`config.mk`:
```
export PLATFORM = sky130hd
export DESIGN_NAME = glitch_sequencer
export DESIGN_NICKNAME = d
export VERILOG_FILES = /design/src/rtl/glitch_pkg.sv /design/src/rtl/down_counter.sv /design/src/rtl/glitch_sequencer.sv
export SDC_FILE = /design/constraint.sdc
export NUM_CORES = 1
export LEC_CHECK = 0
export ABC_AREA = 0
export ABC_CLOCK_PERIOD_IN_PS = 5800
export BUFFER_PORTS_ARGS = -buffer_cell sky130_fd_sc_hd__buf_2
export CORE_MARGIN = 2
export CORE_UTILIZATION = 40
export DETAILED_ROUTE_END_ITERATION = 8
export REMOVE_ABC_BUFFERS = 1
export SYNTH_ARGS = -nofsm -noshare
export SYNTH_HDL_FRONTEND = slang
export SYNTH_SLANG_ARGS = --single-unit
```
`constraint.sdc`:
```
create_clock -name clk -period 5.8 [get_ports clk]
set_input_delay 1.16 -clock clk [delete_from_list [all_inputs] [get_ports clk]]
set_output_delay 1.16 -clock clk [all_outputs]
set_load 0.02 [all_outputs]
```
`src/rtl/glitch_pkg.sv`:
```
// Shared state encoding and default widths for the glitch sequencer.
// Pure declarations: no latency, no flow control.
package glitch_pkg;

  localparam int CNT_W_DEF = 32;
  localparam int REP_W_DEF = 8;

  typedef enum logic [2:0] {
    S_IDLE,
    S_OFFSET,
    S_GLITCH,
    S_GAP,
    S_FINISH
  } state_t;

endpackage

```
`src/rtl/down_counter.sv`:
```
// Loadable saturating down-counter with a zero flag; load wins over enable.
// Count is visible one cycle after load/enable; it never wraps below zero.
module down_counter #(
  parameter int W = 32
) (
  input  logic         clk,
  input  logic         rst_n,
  input  logic         i_load,
  input  logic [W-1:0] i_load_val,
  input  logic         i_en,
  output logic         o_zero
);

  logic [W-1:0] r_cnt;

  always_ff @(posedge clk or negedge rst_n) begin
    if (!rst_n) begin
      r_cnt <= '0;
    end else if (i_load) begin
      r_cnt <= i_load_val;
    end else if (i_en && (r_cnt != '0)) begin
      r_cnt <= r_cnt - W'(1);
    end
  end

  assign o_zero = (r_cnt == '0);

endmodule

```
`src/rtl/glitch_sequencer.sv`:
```
// Fault-injection power-switch sequencer: offset, then reps pulses of duration separated by gap.
// First pulse rises offset+1 cycles after the arm edge; arm is ignored while a sequence runs.
module glitch_sequencer
  import glitch_pkg::*;
#(
  parameter int   CNT_W        = CNT_W_DEF,
  parameter int   REP_W        = REP_W_DEF,
  parameter logic GLITCH_LEVEL = 1'b1
) (
  input  logic             clk,
  input  logic             rst_n,
  input  logic             arm,
  input  logic             abort,
  input  logic [CNT_W-1:0] offset,
  input  logic [CNT_W-1:0] duration,
  input  logic [CNT_W-1:0] gap,
  input  logic [REP_W-1:0] reps,
  output logic             power_select,
  output logic             busy,
  output logic             done
);

  localparam logic IDLE_LEVEL = ~GLITCH_LEVEL;

  state_t           r_state;
  logic [CNT_W-1:0] r_dur;
  logic [CNT_W-1:0] r_gap;
  logic [REP_W-1:0] r_rep;
  logic             r_power_select;
  logic             r_busy;
  logic             r_done;

  logic w_off_zero, w_dur_zero, w_gap_zero;
  logic w_start, w_rise, w_fall, w_final, w_dur_nz, w_gap_nz;
  logic w_dur_load, w_gap_load;

  // w_rise marks a pulse start edge, w_fall the natural end of a non-empty pulse.
  assign w_start  = (r_state == S_IDLE) && arm && !abort;
  assign w_rise   = ((r_state == S_OFFSET) && w_off_zero) ||
                    ((r_state == S_GAP) && w_gap_zero);
  assign w_fall   = (r_state == S_GLITCH) && w_dur_zero;
  assign w_final  = (r_rep == REP_W'(1));
  assign w_dur_nz = (r_dur != '0);
  assign w_gap_nz = (r_gap != '0);

  assign w_dur_load = !abort && ((w_rise && w_dur_nz) || (w_fall && !w_final && !w_gap_nz));
  assign w_gap_load = !abort && w_gap_nz && !w_final && ((w_rise && !w_dur_nz) || w_fall);

  down_counter #(.W(CNT_W)) u_offset_cnt (
    .clk        (clk),
    .rst_n      (rst_n),
    .i_load     (w_start),
    .i_load_val (offset),
    .i_en       (r_state == S_OFFSET),
    .o_zero     (w_off_zero)
  );

  down_counter #(.W(CNT_W)) u_duration_cnt (
    .clk        (clk),
    .rst_n      (rst_n),
    .i_load     (w_dur_load),
    .i_load_val (r_dur - CNT_W'(1)),
    .i_en       (r_state == S_GLITCH),
    .o_zero     (w_dur_zero)
  );

  down_counter #(.W(CNT_W)) u_gap_cnt (
    .clk        (clk),
    .rst_n      (rst_n),
    .i_load     (w_gap_load),
    .i_load_val (r_gap - CNT_W'(1)),
    .i_en       (r_state == S_GAP),
    .o_zero     (w_gap_zero)
  );

  always_ff @(posedge clk or negedge rst_n) begin
    if (!rst_n) begin
      r_state        <= S_IDLE;
      r_power_select <= IDLE_LEVEL;
      r_busy         <= 1'b0;
      r_done         <= 1'b0;
      r_dur          <= '0;
      r_gap          <= '0;
      r_rep          <= '0;
    end else begin
      r_done <= 1'b0;
      if (abort) begin
        r_state        <= S_IDLE;
        r_power_select <= IDLE_LEVEL;
        r_busy         <= 1'b0;
      end else begin
        case (r_state)
          S_IDLE: begin
            if (arm) begin
              r_dur   <= duration;
              r_gap   <= gap;
              r_rep   <= (reps == '0) ? REP_W'(1) : reps;
              r_busy  <= 1'b1;
              r_state <= S_OFFSET;
            end
          end
          S_OFFSET, S_GAP: begin
            // A zero-length pulse falls on its rise edge; with no gap the rest collapse too.
            if (w_rise) begin
              if (w_dur_nz) begin
                r_power_select <= GLITCH_LEVEL;
                r_state        <= S_GLITCH;
              end else if (w_final || !w_gap_nz) begin
                r_done  <= 1'b1;
                r_busy  <= 1'b0;
                r_state <= S_FINISH;
              end else begin
                r_rep   <= r_rep - REP_W'(1);
                r_state <= S_GAP;
              end
            end
          end
          S_GLITCH: begin
            if (w_fall) begin
              if (w_final) begin
                r_power_select <= IDLE_LEVEL;
                r_done         <= 1'b1;
                r_busy         <= 1'b0;
                r_state        <= S_FINISH;
              end else begin
                r_rep <= r_rep - REP_W'(1);
                if (w_gap_nz) begin
                  r_power_select <= IDLE_LEVEL;
                  r_state        <= S_GAP;
                end
              end
            end
          end
          S_FINISH: r_state <= S_IDLE;
          default:  r_state <= S_IDLE;
        endcase
      end
    end
  end

  assign power_select = r_power_select;
  assign busy         = r_busy;
  assign done         = r_done;

endmodule

```
==> impl_metrics.json <==
{
  "yosys_warnings": 0,
  "insertion_delay_ps": 440,
  "p_int_uw": 2850,
  "die_x_um": 164,
  "cts.reportedPaths.clkPinSlew_ps": 70,
  "fill_cells": 2489,
  "clock_path_buffers": 2,
  "cts_setup_buffers": 0,
  "rrSetupSlack_ps": 960,
  "grt_pass1_wl_mm": 44.5,
  "syn_to_final_growth_pct": 13.7,
  "power_frac_comb_pct": 31.2,
  "rsz0062_at_grt": "no",
  "io_pins": 111,
  "setup.worst_path.class": "reg -> reg",
  "final_util_pct": 46.2,
  "synth_top_family_by_area": "simple AND/OR/NAND/NOR gates",
  "synth.distinct_cells": 76,
  "dieArea_mm2": 0.0269,
  "grt_util_met3_pct": 3.18,
  "grt_max_degree": 98,
  "whs_path_depth": 1,
  "async_reset_ff_share_pct": 100,
  "vias": 8823,
  "seqPwrFrac_pct": 46.4,
  "reg2reg_to": "u_gap_cnt.r_cnt[30]",
  "antenna_found_initial": 0,
  "nNetsFinal": 1410,
  "port_buffers": 110,
  "crit_fanout": 7,
  "maxSlewViolCount": 0,
  "period_share_pct": 83.4,
  "synth-xor-area-share_pct": 10.3,
  "initial_core_util_pct": 40.6,
  "grt_usage_pct": 20.8,
  "cts_root_buf": "clkbuf_16",
  "muxShareOfSynthArea_pct": 2.60,
  "cp_top_family": "simple AND/OR/NAND/NOR gates",
  "fp.coreArea_mm2": 0.0252,
  "cts.sinks": 174,
  "crit_buf_inv": 0,
  "max_stage_delay_ps": 690,
  "worst_ep_arrival_time_ps": 5180,
  "cts_resized": 0,
  "pwr-share-clk_pct": 22.4,
  "synthCells": 1206,
  "fin_crit_ps": 4840,
  "drtIter0Drc": 548,
  "routed_via_density": 5.39,
  "synth_area_mm2": 0.0102,
  "final_antenna_net_count": 0,
  "grt_pass1_vias": 8692,
  "min_to": "u_gap_cnt.r_cnt[23]",
  "final_hold_viol_count": 0,
  "hold_class": "reg -> reg",
  "cts_tree": "done",
  "route.detailed.wl_per_inst_um": 16.5,
  "synthAdderAreaFrac_pct": 0.733,
  "path_common_cell": "nor4_1",
  "skew_ps": 11.9,
  "grt_overflow": 0,
  "rr_worst_depth": 14,
  "tightest_slew_ps": 1110,
  "netlist.area_leader.share_pct": 42.5,
  "multi_input_area_mm2": 0.00565,
  "synth_simple_gate_area_share_pct": 31.1,
  "crit_chain": "nor4_1 > nand4_1 > nor4_1 > a21bo_2 > a211o_1 > mux2i_1 > ha_1 > nand4_1 > nor2_1 > nand2_1 > nor4_1 > nand2_1 > xor2_1 > a211oi_1",
  "wirelength_mm": 27.0,
  "endpoint_kind": "flop",
  "fin_setup_tns_ps": 0,
  "max_freq_mhz": 207,
  "synth-seq-area-share_pct": 42.5,
  "start_kind": "flop",
  "p_per_area_mw_per_mm2": 414,
  "ir_drop_mv": 0.226,
  "rows": 58,
  "cts_buffers": 17,
  "drtPass1Iterations": 5,
  "status": "finished, final reports clean",
  "gp_congestion": 0.884,
  "dp_hpwl_mm": 19.1,
  "ys_seq_elements": 174,
  "synth_compound_area_share_pct": 10.3,
  "n_antenna_cell": 0,
  "relSlewSlack_pct": 26.0,
  "maxCapViolCount": 0,
  "regArea_mm2": 0.00435,
  "net-switching-power_uw": 1960,
  "drive_above_1_share_pct": 15.3,
  "yosys-top-cells-area": "dfrtp_1 43%, nand2_1 11%, xnor2_1 5.7%, xor2_1 4.5%, nor2_1 3.8%",
  "syn_area_per_cell_um2": 8.49,
  "yosysTopAreaCell": "dfrtp_1",
  "crit_slowest_cell": "nor4_1",
  "met1_usage_pct": 27.9,
  "r2r-start": "r_dur[21]",
  "hp-start": "u_gap_cnt.r_cnt[23]",
  "setup_viol": 0,
  "top_usage_layer": "met2",
  "p_leak_uw": 0.00492,
  "switching_share_pct": 40.8,
  "die_h_um": 164,
  "use_met2_pct": 35.0,
  "cts_hold_buf": 0,
  "synth-edff-count": 0,
  "htreeDepth": 4,
  "worstPathRequired_ps": 6150,
  "drc": 0,
  "synth-main-ff-cell": "dfrtp_1"
}
[logic make-up (layout without fill, tap and decap cells)]
group	after synthesis	after routing
fa+ha+maj	6	6
compound gates	170	170
simple gates	650	650
xor+xnor	120	120
buf+inv	61	163
mux	25	25
flops	174	174
[routing by layer]
metal	wire, um	part of all wire (%)
met1	12500	46
met2	13100	49
met3	1050	3.9
met4	369	1.4
met5	0	0
[layout by cell type (no fill, tap or decap), drive strengths merged, types with 4 or more instances in the layout]
master / count
nor3: 69
or4: 22
clkinv: 7
clkbuf: 19
or3: 18
o21ai: 51
mux2i: 22
o211ai: 7
dfrtp: 174
nand3: 26
xor2: 53
nand2: 293
nor2b: 6
nand2b: 10
buf: 120
nor2: 105
xnor2: 67
and3: 8
a31oi: 6
a21oi: 59
nor4b: 5
or2: 11
a211oi: 7
ha: 6
a22o: 4
nand4: 11
inv: 15
o22ai: 7
nor4: 48
[power groups by stage]
stage	Clock (uW)	Combinational, uW	Sequential (uW)
after detailed placement	0	1510	2240
after global routing	1160	1720	2310
after floorplan	0	1150	2090
final	1080	1500	2240
after CTS	1100	1520	2230
after global placement	0	1490	2230
[metrics by stage]
stage / hold WS [ps] / instances / instance area [um2] / setup slack (ps) / power (uW)
after floorplan: 440 / 1157 / 10000 / 1250 / 3240
after global placement: 484 / 1607 / 11100 / 1190 / 3730
after detailed placement: 483 / 1607 / 11100 / 1010 / 3760
after CTS: 515 / 1638 / 11600 / 966 / 4850
after global routing: 535 / 1638 / 11600 / 484 / 5180
final: 514 / 1638 / 11600 / 964 / 4820
[worst max-delay path by stage]
stage / cells after the start / from / endpoint
5_1_grt: 15 / r_dur[21] / u_duration_cnt.r_cnt[24]
6_report: 14 / r_dur[21] / u_gap_cnt.r_cnt[30]
3_5_place_dp: 15 / r_dur[21] / u_duration_cnt.r_cnt[30]
4_1_cts: 15 / r_dur[21] / u_duration_cnt.r_cnt[30]
3_3_place_gp: 14 / r_gap[16] / u_duration_cnt.r_cnt[30]
2_1_floorplan: 15 / r_gap[7] / u_duration_cnt.r_cnt[30]
[cell type report]
class                           count  share of cell area (%)
Clock buffer                       19                    3.81
Inverter                           12                   0.387
Tap cell                          330                    3.55
Clock inverter                     12                   0.774
Timing Repair Buffer              120                    5.54
Multi-Input combinational cell    971                    48.5
Sequential cell                   174                    37.4
[cell usage after synthesis (10+ instances only)]
library cell and count:
xor2_1 53, nand4_1 10, dfrtp_1 174, o21ai_0 38
nor2_1 104, nor3_1 65, inv_1 11, or2_2 10
nand3_1 26, nor4_1 38, mux2i_1 21, nand2_1 292
o21ai_1 13, or3_1 18, xnor2_1 67, clkbuf_1 40
or4_1 19, a21oi_1 59
[state kept, by name, summed over array words and instances, names as in the netlist]
register	flops
u_gap_cnt.r_cnt	32
done	1
power_select	1
u_offset_cnt.r_cnt	32
r_rep	8
r_dur	32
busy	1
r_gap	32
r_state	3
u_duration_cnt.r_cnt	32
No activity file was read; power rests on OpenSTA's default activity.
